[config.mk]
export PLATFORM = sky130hd
export DESIGN_NAME = tpu_result_uart_tx
export DESIGN_NICKNAME = d
export VERILOG_FILES = /design/src/rtl/tpu_result_uart_tx.sv
export SDC_FILE = /design/constraint.sdc
export NUM_CORES = 1
export LEC_CHECK = 0
export CAP_MARGIN = 25
export CELL_PAD_IN_SITES_DETAIL_PLACEMENT = 1
export CELL_PAD_IN_SITES_GLOBAL_PLACEMENT = 1
export CORE_ASPECT_RATIO = 0.5
export CORE_MARGIN = 4
export CORE_UTILIZATION = 46
export CTS_BUF_LIST = sky130_fd_sc_hd__clkbuf_8
export DETAILED_ROUTE_END_ITERATION = 10
export GPL_ROUTABILITY_DRIVEN = 0
export PLACE_DENSITY_LB_ADDON = 0.12
export RECOVER_POWER = 25
export SYNTH_ARGS = -nofsm -noshare
export SYNTH_HDL_FRONTEND = slang
export SYNTH_SLANG_ARGS = --single-unit
export TNS_END_PERCENT = 100
[constraint.sdc]
create_clock -name clk -period 2.2 [get_ports clk]
set_input_delay 0.22 -clock clk [delete_from_list [all_inputs] [get_ports clk]]
set_output_delay 0.22 -clock clk [all_outputs]
set_load 0.01 [all_outputs]
[src/rtl/tpu_result_uart_tx.sv]
// tpu_result_uart_tx
//   Captures TPU result bytes into a small FIFO and sends each one over a
//   UART TX line as an ASCII line: two uppercase hex digits, CR, LF (8N1).
//
// Parameters
//   CLK_HZ      input clock frequency in Hz
//   BAUD        UART bit rate; one bit lasts CLK_HZ/BAUD cycles
//   FIFO_DEPTH  result queue depth (power of 2, >= 2)
//
// Ports
//   clk          system clock, rising edge
//   rst          synchronous active-high reset
//   result_i     TPU result byte, sampled when capture_i=1
//   capture_i    one-cycle strobe pushing result_i into the FIFO
//   tx_o         registered UART output, idle high
//   busy_o       high while a 4-character line is on the wire
//   fifo_full_o  FIFO holds FIFO_DEPTH entries
//   drop_o       one-cycle pulse after a capture lost to a full FIFO
module tpu_result_uart_tx #(
  parameter int CLK_HZ     = 100_000_000,
  parameter int BAUD       = 115200,
  parameter int FIFO_DEPTH = 4
) (
  input  logic       clk,
  input  logic       rst,
  input  logic [7:0] result_i,
  input  logic       capture_i,
  output logic       tx_o,
  output logic       busy_o,
  output logic       fifo_full_o,
  output logic       drop_o
);

  localparam int BIT_CLKS = CLK_HZ / BAUD;
  localparam int CW       = (BIT_CLKS > 1) ? $clog2(BIT_CLKS) : 1;
  localparam int AW       = $clog2(FIFO_DEPTH);
  localparam logic [CW-1:0] RELOAD = CW'(BIT_CLKS - 1);
  localparam logic [AW:0]   FULL_CNT = (AW+1)'(FIFO_DEPTH);

  typedef enum logic [1:0] {IDLE, START, DATA, STOP} state_t;

  function automatic logic [7:0] hex_ascii(input logic [3:0] n);
    // 'A' - 10 = 0x37
    return (n <= 4'd9) ? (8'h30 + {4'h0, n}) : (8'h37 + {4'h0, n});
  endfunction

  // FIFO storage and control
  logic [7:0]    mem [FIFO_DEPTH];
  logic [AW-1:0] wr_q, rd_q;
  logic [AW:0]   count_q;
  logic          full, empty, pop, push_ok;
  logic          drop_q;

  // Transmitter state
  state_t        state_q, state_d;
  logic [CW-1:0] cnt_q, cnt_d;
  logic [2:0]    bit_q, bit_d;
  logic [1:0]    chr_q, chr_d;
  logic [7:0]    line_q;
  logic [7:0]    cur_char;
  logic          tx_q, tx_d;
  logic          busy_q;

  assign full    = (count_q == FULL_CNT);
  assign empty   = (count_q == '0);
  // A pop in the same cycle frees the slot, so a push into a full FIFO survives.
  assign push_ok = capture_i && (!full || pop);

  always_ff @(posedge clk) begin
    if (rst) begin
      wr_q    <= '0;
      rd_q    <= '0;
      count_q <= '0;
      drop_q  <= 1'b0;
    end else begin
      if (push_ok) wr_q <= wr_q + 1'b1;
      if (pop)     rd_q <= rd_q + 1'b1;
      case ({push_ok, pop})
        2'b10:   count_q <= count_q + 1'b1;
        2'b01:   count_q <= count_q - 1'b1;
        default: count_q <= count_q;
      endcase
      drop_q <= capture_i && full && !pop;
    end
  end

  // Storage is data-only; occupancy is tracked by the counters above.
  always_ff @(posedge clk) begin
    if (push_ok) mem[wr_q] <= result_i;
  end

  always_ff @(posedge clk) begin
    if (pop) line_q <= mem[rd_q];
  end

  always_comb begin
    case (chr_q)
      2'd0:    cur_char = hex_ascii(line_q[7:4]);
      2'd1:    cur_char = hex_ascii(line_q[3:0]);
      2'd2:    cur_char = 8'h0D;
      default: cur_char = 8'h0A;
    endcase
  end

  always_comb begin
    state_d = state_q;
    cnt_d   = cnt_q - 1'b1;
    bit_d   = bit_q;
    chr_d   = chr_q;
    pop     = 1'b0;
    tx_d    = 1'b1;
    case (state_q)
      IDLE: begin
        cnt_d = RELOAD;
        if (!empty) begin
          pop     = 1'b1;
          chr_d   = 2'd0;
          state_d = START;
        end
      end
      START: begin
        tx_d = 1'b0;
        if (cnt_q == '0) begin
          cnt_d   = RELOAD;
          bit_d   = 3'd0;
          state_d = DATA;
        end
      end
      DATA: begin
        tx_d = cur_char[bit_q];
        if (cnt_q == '0) begin
          cnt_d = RELOAD;
          bit_d = bit_q + 1'b1;
          if (bit_q == 3'd7) state_d = STOP;
        end
      end
      STOP: begin
        tx_d = 1'b1;
        if (cnt_q == '0) begin
          cnt_d = RELOAD;
          if (chr_q != 2'd3) begin
            chr_d   = chr_q + 1'b1;
            state_d = START;
          end else begin
            state_d = IDLE;
          end
        end
      end
      default: state_d = IDLE;
    endcase
  end

  // tx/busy are registered from the current state, so they trail the FSM by one cycle.
  always_ff @(posedge clk) begin
    if (rst) begin
      state_q <= IDLE;
      cnt_q   <= RELOAD;
      bit_q   <= 3'd0;
      chr_q   <= 2'd0;
      tx_q    <= 1'b1;
      busy_q  <= 1'b0;
    end else begin
      state_q <= state_d;
      cnt_q   <= cnt_d;
      bit_q   <= bit_d;
      chr_q   <= chr_d;
      tx_q    <= tx_d;
      busy_q  <= (state_q != IDLE);
    end
  end

  assign tx_o        = tx_q;
  assign busy_o      = busy_q;
  assign fifo_full_o = full;
  assign drop_o      = drop_q;

endmodule

# Word level (Yosys, flattened, before mapping)
# Memories as Yosys holds them, arrays and structs flattened. A register that Yosys moved wholly into a read port is not among the register bits.
# Index checks and enable logic that the tools add are counted.
# Widths: inputs -> output; s select.
# word_totals
ff_bits	27
ram_bits	32
in_bits	11
elab_cells	86
memories	1
# op_classes
n_addsub	11
magnitude_cmp	3
n_eq_ne	16
n_mux	27
n_reduce_logical	18
# memory_table
name	depth	word_bits	rd	rd_clocked_by_memory_dff	wr	line	rtl
mem	4	8	1	1	1	48	logic [7:0] mem [FIFO_DEPTH];
# ops
op	count
$add 6x4->7 const A	4
$pmux 7 s3	1
$pmux 10 s2	1
$mux 2	8
$mux 7	2
$ne 2x2->1 const B	7
$pmux 3 s2	2
$logic_not 10->1	1
$mux 10	1
$sub 10x1->10 const B	1
$eq 2x2->1 const B	4
$le 4x4->1 const B	2
$pmux 2 s4	1
$reduce_bool 2->1	4
$add 2x1->2 const B	3
$add 3x1->3 const B	2
$eq 2x1->1 const B	3
$eq 3x3->1 const B	2
$mux 1	6
$mux 3	2
$reduce_and 5->1	1
$logic_not 2->1	2
$lt 3x4->1 const B	1
$pmux 2 s2	1
10 further kinds	13

# Logic depth before layout (Yosys ltp)
# logic_depth
word_depth	7
depth_mapped	9
depth_no_buf	9

# Worst setup path after synthesis
# OpenSTA, ideal clock, no wires.
# synth_timing
kind	reg-to-reg
start	reg cnt_q[0]
end	reg state_q[1]
arrival_time_ps	2093
slack_ps	-21
stages_incl_launch_ff	9
cell_sequence	dfxtp_1 -> inv_1 -> ha_1 -> or4b_1 -> buf_2 -> or4_4 -> a221oi_2 -> mux2i_1 -> nor2_1
# synth_via
elab_chain_cells	3
word_cells_on_any_way	5
# synth_lines
element	line	rtl
start, declared	56	logic [CW-1:0] cnt_q, cnt_d;
start signal, assigned	164	cnt_q <= cnt_d;
$logic_not 10->1 *	123, 131, 139	
$ne 2x2->1 (no line)	n/a	
$reduce_and 5->1 (no line) *	n/a	
end signal, assigned	163	state_q <= state_d;
end, declared	55	state_t state_q, state_d;
# Every way passes the cells marked *; elsewhere a longest branch is shown, timed or not.
# A chain may end at the register's enable or synchronous reset.

# Worst setup path in the final report
# layout_timing
start	reg cnt_q[0]
end	reg state_q[0]
# The elaborated chain is that of the path after synthesis.

==> results by group <==
Timing
  • RSZ-0062 raised after global routing: yes
  • Fin crit share: 97.1%
  • Clock Skew: 11.6 ps
  • Least-Margin Pin Slew: 595 ps
  • Final slew viol count: 0
  • Rel. slew slack: 60.0%
  • Final setup viols: 0
  • Fmax: 0.468 GHz
  • Fin. Hold Viols: 0
  • Min Tclk post-route: 2140 ps

GRT
  • Largest net degree at the start of global routing: 14
  • Initial antenna violation count: 0
  • Overflow after GRT: 0
  • Vias in the first global route: 2198
  • First-pass GRT wire length: 11000 microns
  • GRT Total Usage: 18.0%

Yosys
  • Cell area after synthesis: 3100 sq um
  • Top area cells in the synthesized netlist: edfxtp_1 (39%), dfxtp_1 (17%), ha_1 (7.7%)
  • Async set or reset register ratio after synthesis: 0%
  • Avg Cell Area, Syn: 12.2 sq um
  • Post-synth EDFFs: 40
  • FF+latch count, synth: 67
  • Top_reg_cell synth: edfxtp_1
  • Most instantiated cells after synthesis: edfxtp_1 (40), dfxtp_1 (27), nor2_1 (22)
  • Cell variety after synth: 49
  • Cell type with the largest total area after synthesis: edfxtp_1
  • Yosys Warn Count: 0
  • Count leader, synth: edfxtp_1
  • Syn nets: 284
  • Sequential share of the synthesized area: 56.2%
  • Synth top area share: 38.8%
  • Cell count after synthesis: 253

Finish
  • Area growth syn-to-layout: 18.1%
  • Layout cell share with drive strength beyond 1: 17.8%
  • Filler cells: 647
  • Multi-input logic area: 1290 sq um
  • Util after Layout: 58.2%
  • Final instance area: 3660 sq um
  • Reg area: 1740 sq um
  • Final net count: 319
  • Antenna cells: 0

Worst setup path
  • Worst Path Buf+Inv: 1
  • Crit path arrival time: 2400 ps
  • CP max stage cell: or4b_4
  • Critical path's largest stage delay: 480 ps
  • Critical path class: flip-flop to flip-flop
  • CP delay by family, top: simple AND/OR/NAND/NOR gates
  • Critical Path RT: 2460 ps
  • Worst setup EP type: flip-flop
  • Worst-path fanout max: 4
  • Crit path launch type: flip-flop
  • Critical Path, Cell by Cell: inv_2, ha_4, or4b_4, or4_4, a221oi_4, o211ai_1, a21oi_1

Drt
  • Post-route DRC: 0
  • Via count: 2019
  • Remaining antenna violation count after routing: 0
  • Metal1 wirelength: 2910 microns
  • Met2 routed WL: 3190 microns
  • First-pass iteration count of the detailed router: 4
  • Routed len/inst: 16.7 microns
  • DR iter-0 viols: 75
  • Top routing layer in use: met4
  • Vias per cell: 5.31
  • Met3 wire len: 174 microns
  • Total Wirelength: 6350 microns

CTS
  • H-Tree Depth: 3
  • Num CTS Buffers: 9
  • Clock Sinks: 67
  • CTS root buf: clkbuf_8
  • Worst skew pair latency: 340 ps
  • Clock transition at path regs: 70 ps
  • CTS max path bufs: 2
  • TritonCTS clock tree: yes

Floorplan
  • Ports: 15
  • Die width: 124 microns
  • Die Area: 8190 sq um
  • Core area: 6280 sq um
  • Starting Density: 49.3%
  • # rows: 20
  • DIE HEIGHT: 66.0 microns

Power
  • Power Density: 1130 nW/um^2
  • Peak VDD IR: 512 uV
  • Leak pwr: 1.31 nW

Outcome
  • Run status: finished clean

Placement
  • Port Buffers: 14
  • Post-DP Area: 3430 sq um
  • HPWL after DPL: 4540 microns

Run
  • Max_cap viols: 0

Worst hold path
  • Hold Path Class: flip-flop to flip-flop
==> layout by cell type, fill, tap and decap left out, types with 3 or more instances in the layout <==
cell type,instances
inv_1,18
mux4_2,8
edfxtp_1,40
nor4_1,4
o211ai_1,3
o21bai_1,3
clkbuf_8,9
nand2b_1,3
clkdlybuf4s50_1,6
dfxtp_1,25
dlygate4sd3_1,8
ha_1,18
o21ai_0,6
buf_4,16
nor2_1,22
and2_1,5
xnor2_1,12
nand2_1,19
a21oi_1,8
nand3_1,6
nor3_1,5
==> path summary, 6_finish.rpt <==
| kind | from | depth (start not counted) | end | slack (ps) |
|---|---|---|---|---|
| worst min-delay path | cnt_q[4] | 2 | cnt_q[4] | 490 |
| worst max-delay path | cnt_q[0] | 7 | state_q[0] | 60 |
| worst min register to register | cnt_q[4] | 2 | cnt_q[4] | 490 |
| worst max register to register | cnt_q[0] | 7 | state_q[0] | 60 |
==> metal layers <==
metal  track usage, %  vias to the layer above
met3             5.04                        7
met1             21.2                     1001
met5                0                        -
met2             31.9                       19
li1                 -                      992
met4             6.14                        0
==> worst register-to-register path: stages (launching register included) <==
cell and delay (ps):
dfxtp_2 320, inv_2 60, ha_4 120, or4b_4 480, or4_4 450, a221oi_4 300, o211ai_1 140, a21oi_1 180
==> cells by family after synthesis <==
kind of cell	Yosys count	share of synthesized area, %
buf+inv	25	3.07
mux	11	6.83
compound gates	39	9.13
fa+ha+maj	20	8.32
simple gates	77	12.5
flops	67	56.2
xor+xnor	14	3.96
==> where the power goes <==
group          switching [mW]  internal, mW
combinational           0.745         0.659
clock                   0.456         0.509
sequential              0.181          1.59
==> registers in the layout, summed over array words and instances, names as in the netlist <==
| signal | flops |
|---|---|
| busy_o | 1 |
| drop_o | 1 |
| wr_q | 2 |
| chr_q | 2 |
| tx_o | 1 |
| rd_q | 2 |
| line_q | 8 |
| bit_q | 3 |
| cnt_q | 10 |
| count_q | 3 |
| state_q | 2 |
| mem | 32 |
==> area by class of cell <==
cell class	count	area share [%]
sequential	67	47.7
multi-input combinational	161	35.2
timing repair buffer	30	7.12
clock buffer	9	3.39
tap	88	3.01
inverter	19	1.95
clock inverter	6	1.61
==> metrics by stage <==
step                      total power, mW  hold slack (ps)  setup WS (ps)  cells  setup TNS [ps]
after floorplan                      2.71              319           2.01    253               0
after global placement               3.08              462           58.9    363               0
after detailed placement             3.16              477          -30.1    363           -30.1
after CTS                            4.18              490           2.42    378               0
after global routing                 4.43              536          -36.7    380           -36.7
final                                4.14              490           63.9    380               0
==> repair_timing <==
item / in CTS / in global routing
buffers inserted: 0 / 2
hold buffers: 0 / 0
resized for setup: 2 / 6
endpoints found under the setup margin: 2 / 2
pin swaps: 0 / 0
(Power assumes the default switching activity.)
